==> src/rtl/ccd_pkg.sv <==
// Shared definitions for the CCD readout sequencer: sel mode codes, FSM state encoding
// and the state-to-sel decode.
package ccd_pkg;

    localparam logic [3:0] SEL_IDLE  = 4'b0000;
    localparam logic [3:0] SEL_VXFER = 4'b1010;
    localparam logic [3:0] SEL_HREAD = 4'b0101;
    localparam logic [3:0] SEL_INT   = 4'b0000;

    typedef logic [2:0] state_t;

    localparam state_t ST_IDLE  = 3'd0;
    localparam state_t ST_INT   = 3'd1;
    localparam state_t ST_VXFER = 3'd2;
    localparam state_t ST_HREAD = 3'd3;
    localparam state_t ST_DONE  = 3'd4;

    function automatic logic [3:0] sel_for_state(input state_t st);
        case (st)
            ST_INT:   return SEL_INT;
            ST_VXFER: return SEL_VXFER;
            ST_HREAD: return SEL_HREAD;
            default:  return SEL_IDLE;
        endcase
    endfunction

endpackage

==> src/rtl/ccd_seq_timer.sv <==
// Loadable down-counter with zero flag; times integration, vertical-transfer and pixel periods.
module ccd_seq_timer #(
    parameter int W = 16
) (
    input  logic         clk,
    input  logic         rst_n,
    input  logic         load,
    input  logic [W-1:0] load_val,
    input  logic         dec,
    output logic [W-1:0] count,
    output logic         zero
);

    // A load always wins; decrementing stops at zero so a stalled period can never wrap.
    always_ff @(posedge clk or negedge rst_n) begin
        if (!rst_n) begin
            count <= '0;
        end else if (load) begin
            count <= load_val;
        end else if (dec && (count != '0)) begin
            count <= count - W'(1);
        end
    end

    assign zero = (count == '0);

endmodule

==> src/rtl/ccd_readout_sequencer.sv <==
// Frame controller: integrate, then per row a vertical transfer and serial pixel readout.
// Defining CCD_SEQ_ABORT_EN adds an abort input that returns a running frame to IDLE.
module ccd_readout_sequencer
    import ccd_pkg::*;
#(
    parameter int ROWS       = 8,
    parameter int COLS       = 8,
    parameter int INT_W      = 16,
    parameter int VSHIFT_CYC = 4,
    parameter int PIX_CYC    = 4,
    localparam int RW = (ROWS > 1) ? $clog2(ROWS) : 1,
    localparam int CW = (COLS > 1) ? $clog2(COLS) : 1
) (
    input  logic             clk,
    input  logic             rst_n,
    input  logic             start,
    input  logic [INT_W-1:0] int_time,
`ifdef CCD_SEQ_ABORT_EN
    input  logic             abort,
`endif
    output logic [3:0]       sel,
    output logic             busy,
    output logic             done,
    output logic             sample,
    output logic [RW-1:0]    row_idx,
    output logic [CW-1:0]    col_idx
);

    localparam int TW_V  = $clog2(VSHIFT_CYC + 1);
    localparam int TW_P  = $clog2(PIX_CYC + 1);
    localparam int TW_VP = (TW_V > TW_P) ? TW_V : TW_P;
    localparam int TW    = (INT_W > TW_VP) ? INT_W : TW_VP;

    localparam logic [TW-1:0] V_LOAD   = TW'(VSHIFT_CYC - 1);
    localparam logic [TW-1:0] P_LOAD   = TW'(PIX_CYC - 1);
    localparam logic [RW-1:0] ROW_LAST = RW'(ROWS - 1);
    localparam logic [CW-1:0] COL_LAST = CW'(COLS - 1);

    state_t          state, state_n;
    logic [RW-1:0]   row_n;
    logic [CW-1:0]   col_n;
    logic            tmr_load, tmr_dec, tmr_zero, abort_hit;
    logic [TW-1:0]   tmr_val, tmr_count;

`ifdef CCD_SEQ_ABORT_EN
    assign abort_hit = abort && (state != ST_IDLE);
`else
    assign abort_hit = 1'b0;
`endif

    ccd_seq_timer #(.W(TW)) u_timer (
        .clk      (clk),
        .rst_n    (rst_n),
        .load     (tmr_load),
        .load_val (tmr_val),
        .dec      (tmr_dec),
        .count    (tmr_count),
        .zero     (tmr_zero)
    );

    // Each timed state is loaded with its length minus one and exits on the cycle the timer reads zero.
    always_comb begin
        state_n  = state;
        row_n    = row_idx;
        col_n    = col_idx;
        tmr_load = 1'b0;
        tmr_val  = '0;
        tmr_dec  = 1'b0;
        case (state)
            ST_IDLE: begin
                if (start) begin
                    tmr_load = 1'b1;
                    if (int_time != '0) begin
                        state_n = ST_INT;
                        tmr_val = TW'(int_time - INT_W'(1));
                    end else begin
                        state_n = ST_VXFER;
                        tmr_val = V_LOAD;
                    end
                end
            end
            ST_INT: begin
                if (tmr_zero) begin
                    state_n  = ST_VXFER;
                    tmr_load = 1'b1;
                    tmr_val  = V_LOAD;
                end else begin
                    tmr_dec = 1'b1;
                end
            end
            ST_VXFER: begin
                if (tmr_zero) begin
                    state_n  = ST_HREAD;
                    tmr_load = 1'b1;
                    tmr_val  = P_LOAD;
                    col_n    = '0;
                end else begin
                    tmr_dec = 1'b1;
                end
            end
            ST_HREAD: begin
                if (!tmr_zero) begin
                    tmr_dec = 1'b1;
                end else if (col_idx != COL_LAST) begin
                    col_n    = col_idx + CW'(1);
                    tmr_load = 1'b1;
                    tmr_val  = P_LOAD;
                end else begin
                    col_n = '0;
                    if (row_idx == ROW_LAST) begin
                        state_n = ST_DONE;
                    end else begin
                        row_n    = row_idx + RW'(1);
                        state_n  = ST_VXFER;
                        tmr_load = 1'b1;
                        tmr_val  = V_LOAD;
                    end
                end
            end
            ST_DONE: begin
                state_n = ST_IDLE;
                row_n   = '0;
                col_n   = '0;
            end
            default: begin
                state_n = ST_IDLE;
            end
        endcase
        if (abort_hit) begin
            state_n  = ST_IDLE;
            row_n    = '0;
            col_n    = '0;
            tmr_load = 1'b1;
            tmr_val  = '0;
            tmr_dec  = 1'b0;
        end
    end

    // Outputs are decoded from the next state so they line up with the state they describe.
    // The sample strobe fires when the pixel timer is about to reach zero without a reload.
    always_ff @(posedge clk or negedge rst_n) begin
        if (!rst_n) begin
            state   <= ST_IDLE;
            sel     <= SEL_IDLE;
            busy    <= 1'b0;
            done    <= 1'b0;
            sample  <= 1'b0;
            row_idx <= '0;
            col_idx <= '0;
        end else begin
            state   <= state_n;
            sel     <= sel_for_state(state_n);
            busy    <= (state_n != ST_IDLE);
            done    <= (state_n == ST_DONE);
            sample  <= (state_n == ST_HREAD) && !tmr_load && (tmr_count == TW'(1));
            row_idx <= row_n;
            col_idx <= col_n;
        end
    end

endmodule

==> config.mk <==
export PLATFORM = sky130hd
export DESIGN_NAME = ccd_readout_sequencer
export DESIGN_NICKNAME = d
export VERILOG_FILES = /design/src/rtl/ccd_pkg.sv /design/src/rtl/ccd_seq_timer.sv /design/src/rtl/ccd_readout_sequencer.sv
export SDC_FILE = /design/constraint.sdc
export NUM_CORES = 1
export LEC_CHECK = 0
export CAP_MARGIN = 20
export CELL_PAD_IN_SITES_DETAIL_PLACEMENT = 1
export CELL_PAD_IN_SITES_GLOBAL_PLACEMENT = 1
export CORE_ASPECT_RATIO = 0.5
export CORE_UTILIZATION = 45
export DETAILED_ROUTE_END_ITERATION = 8
export GPL_TIMING_DRIVEN = 0
export PLACE_DENSITY_LB_ADDON = 0.1
export SETUP_SLACK_MARGIN = 0.05
export SLEW_MARGIN = 25
export SYNTH_ARGS = -nofsm -noshare
export SYNTH_HDL_FRONTEND = slang
export SYNTH_SLANG_ARGS = --single-unit
export TNS_END_PERCENT = 10
==> constraint.sdc <==
create_clock -name clk -period 5.4 [get_ports clk]
set_input_delay 0.81 -clock clk [delete_from_list [all_inputs] [get_ports clk]]
set_output_delay 0.81 -clock clk [all_outputs]
set_load 0.05 [all_outputs]
==> run summary <==
===========================================================================================
Outcome ...................................................................... finished clean
YS warnings ..................................................................            0
Net total in the final layout ................................................          290
ANT nets after route .........................................................            0
Cell row count ...............................................................           17
Post-CTS sizing ..............................................................            0
Worst-skew pair later-pin latency ............................................       290 ps
RSZ-0062 raised after global routing .........................................           no
Pin count of the biggest net entering global routing .........................           31
Startpoint Class ............................................................. primary input
Commonest cells in the synthesized netlist ................................... sky130_fd_sc_hd__dfrtp_1, sky130_fd_sc_hd__nor2_1, sky130_fd_sc_hd__a21oi_1, sky130_fd_sc_hd__nor3_1
Least setup slack across all paths after layout ..............................      2501 ps
Worst Setup Slack post-DPL ...................................................      2230 ps
TritonCTS clock tree .........................................................          yes
Hold Buf Count CTS ...........................................................            0
Synthesized area divided by synthesized cell count ...........................    9.485 um2
Critical path endpoint category ..............................................    flip-flop
Critical-path maximum fanout .................................................            5
Placeable core region ........................................................     4467 um2
Final core utilization .......................................................       0.5852
Main area contributors after synthesis ....................................... sky130_fd_sc_hd__dfrtp_1, sky130_fd_sc_hd__ha_1, sky130_fd_sc_hd__xnor2_1
Max H-tree Level .............................................................            2
Number of instances in the synthesized netlist ...............................          224
Most common cell in the netlist .............................................. sky130_fd_sc_hd__dfrtp_1
Vias in the first global route ...............................................         1977
Min-delay worst type .........................................................  in -> async
Cell breakdown of the critical path .......................................... clkdlybuf4s50_1 > inv_1 > ha_1 > or4b_2 > nor4_4 > nand2_2 > a2111oi_4
Worst Tran Pin Value .........................................................     793.8 ps
Most area-hungry cell type in the Yosys netlist .............................. sky130_fd_sc_hd__dfrtp_1
Top flip-flop cell by instance count after synthesis ......................... sky130_fd_sc_hd__dfrtp_1
Summed instance area of the synthesized netlist ..............................     2125 um2
Effective utilization at floorplan ...........................................       0.4756
Final Hold Vio Count .........................................................            0
PD cells ..................................................................... 279.1 nW/um2
Number of placed I/O pins ....................................................           32
Synthesized net count ........................................................          252
Vias per std cell ............................................................        6.270
Final critical-path share of the clock period ................................       0.5368
Global placement routability congestion ......................................       0.8708
Worst-path cell with the longest stage delay ................................. sky130_fd_sc_hd__or4b_2
Required @ worst endpoint ....................................................      5580 ps
Routed wire length per instance ..............................................     19.41 um
Die Y ........................................................................     50.59 um
Synth top area share .........................................................       0.3534
Clk_skew .....................................................................     5.756 ps
Antenna violations before repair .............................................            0
Final Critical Period ........................................................      2899 ps
Clock root buffer ............................................................ sky130_fd_sc_hd__clkbuf_8
Synth cell types .............................................................           56
Number of clock sinks ........................................................           30
Layout cell share with drive strength beyond 1 ...............................       0.1107
Setup TNS ....................................................................         0 ps
Slowest stage delay, CP ......................................................       630 ps
Number of cell instances on the worst register-to-register path ..............            9
Post-synthesis register bit count ............................................           30
Full die area ................................................................     5017 um2
Overall global routing resource usage ........................................       0.2695
Number of placed instances with taps included ................................          312
Overall die width ............................................................     99.17 um
Number of flops mapped to enable cells by yosys ..............................            0
Total power draw .............................................................    0.7296 mW
Worst setup path category ....................................................    in -> reg
Post-layout instance count excluding filler cells ............................          319
Number of CTS-inserted buffers ...............................................            5
Number of port buffers .......................................................           31
Highest Clock Rate ...........................................................    345.0 MHz
MaxCap Viol Count ............................................................            0
Aggregate routed wire length .................................................     6.193 mm
Final HPWL DP ................................................................     4.566 mm
CTS clock-pin slew for the worst setup and hold paths ........................        70 ps
IR drop worst, VDD ...........................................................    0.1073 mV
Router iterations before antenna repair ......................................            4
P&R area growth vs syn .......................................................       23.03%
Remaining design rule violation count ........................................            0
Global-route wire length before repair .......................................     10.09 mm
Count of final max-slew check failures .......................................            0
Number of antenna diodes .....................................................            0
Via count ....................................................................         2000
Maximum buffer depth of the clock tree .......................................            2
Share of synthesized area occupied by flip-flops and latches .................       0.3534
Final count of negative-setup-slack endpoints ................................            0
Remaining Overflow, GRT ......................................................            0
Leakage component of the power ...............................................     1.015 nW
Signal arrival time at the worst endpoint ....................................      3080 ps
Number of design-rule violations left by the first detailed-router iteration .          129
Post-CTS Setup Bufs ..........................................................            0
Synth async-reset ratio ......................................................        1.000
Slew headroom ................................................................       0.4697
===========================================================================================
[state kept, by name, summed over array words and instances (netlist names)]
register and count:
u_timer.count 16, done 1, col_idx 3, busy 1
sel 2, row_idx 3, state 3, sample 1
[final cells by class]
class                      count  area, um2
fill                         521       1853
clock inverter                 1      30.03
inverter                       8      30.03
buffer                         9      46.29
tap                           57      71.32
multi-input combinational    177       1297
timing repair buffer          31      305.3
clock buffer                   6      82.58
sequential                    30      750.7
[routing by layer]
layer	vias to the layer above	GRT usage	part of all wire
li1	933	-	-
met1	987	0.3613	0.46
met2	72	0.4289	0.45
met3	8	0.06964	0.075
met4	0	0.08578	0.016
met5	-	0	0
[cells by family after synthesis]
| logic type | Yosys count | share of synthesized area |
|---|---|---|
| AND/OR/NAND/NOR | 92 | 0.2715 |
| AO/OA/AOI/OAI | 53 | 0.1896 |
| flip-flops | 30 | 0.3534 |
| XOR/XNOR | 20 | 0.08245 |
| buffers and inverters | 17 | 0.03592 |
| adder cells (fa/ha/maj) | 9 | 0.05300 |
| multiplexers | 3 | 0.01413 |
[final timing paths]
| path | startpoint | end | slack, ps |
|---|---|---|---|
| min reg2reg | col_idx[1]$_DFFE_PN0P_ | col_idx[1]$_DFFE_PN0P_ | 600 |
| min | rst_n | row_idx[0]$_DFFE_PN0P_ | 550 |
| max | int_time[0] | sample$_DFF_PN0_ | 2500 |
| max reg2reg | u_timer.count[0]$_DFFE_PN0P_ | u_timer.count[4]$_DFFE_PN0P_ | 2840 |
| max in group asynchronous | rst_n | u_timer.count[11]$_DFFE_PN0P_ | 4390 |
| min in group clk | col_idx[1]$_DFFE_PN0P_ | col_idx[1]$_DFFE_PN0P_ | 600 |
[through the flow]
| step | hold WS (ps) | cell area, um2 |
|---|---|---|
| final | 552.3 | 2614 |
| after global routing | 607.3 | 2614 |
| after CTS | 585.8 | 2614 |
| after detailed placement | 577.9 | 2501 |
| after global placement | 544.4 | 2506 |
| after floorplan | 514.4 | 2125 |
[critical path: cells and delay by family]
family	cells	cell delay, ps
compound gates	1	370
buf+inv	2	560
fa+ha+maj	1	180
simple gates	3	1150
[report_power, final]
group          internal, mW  switching (mW)  total (mW)
logic                0.0840          0.0786       0.163
clock network         0.148          0.0899       0.237
registers             0.264          0.0660       0.330
total                 0.495           0.235       0.730
[cells in the final DEF, fill, tap and decap left out, drive strengths merged, types with 7 or more instances in the layout]
| cell type | synthesis | final |
|---|---|---|
| a21oi | 11 | 11 |
| nand2 | 9 | 9 |
| xor2 | 10 | 10 |
| o22ai | 11 | 11 |
| nor3 | 12 | 12 |
| xnor2 | 10 | 10 |
| inv | 8 | 8 |
| nor2 | 18 | 18 |
| clkbuf | 3 | 9 |
| buf | 6 | 7 |
| nor4 | 14 | 14 |
| ha | 9 | 9 |
| dfrtp | 30 | 30 |
| clkdlybuf4s50 | 0 | 30 |
Note: power is estimated with default switching activity, not from simulation.
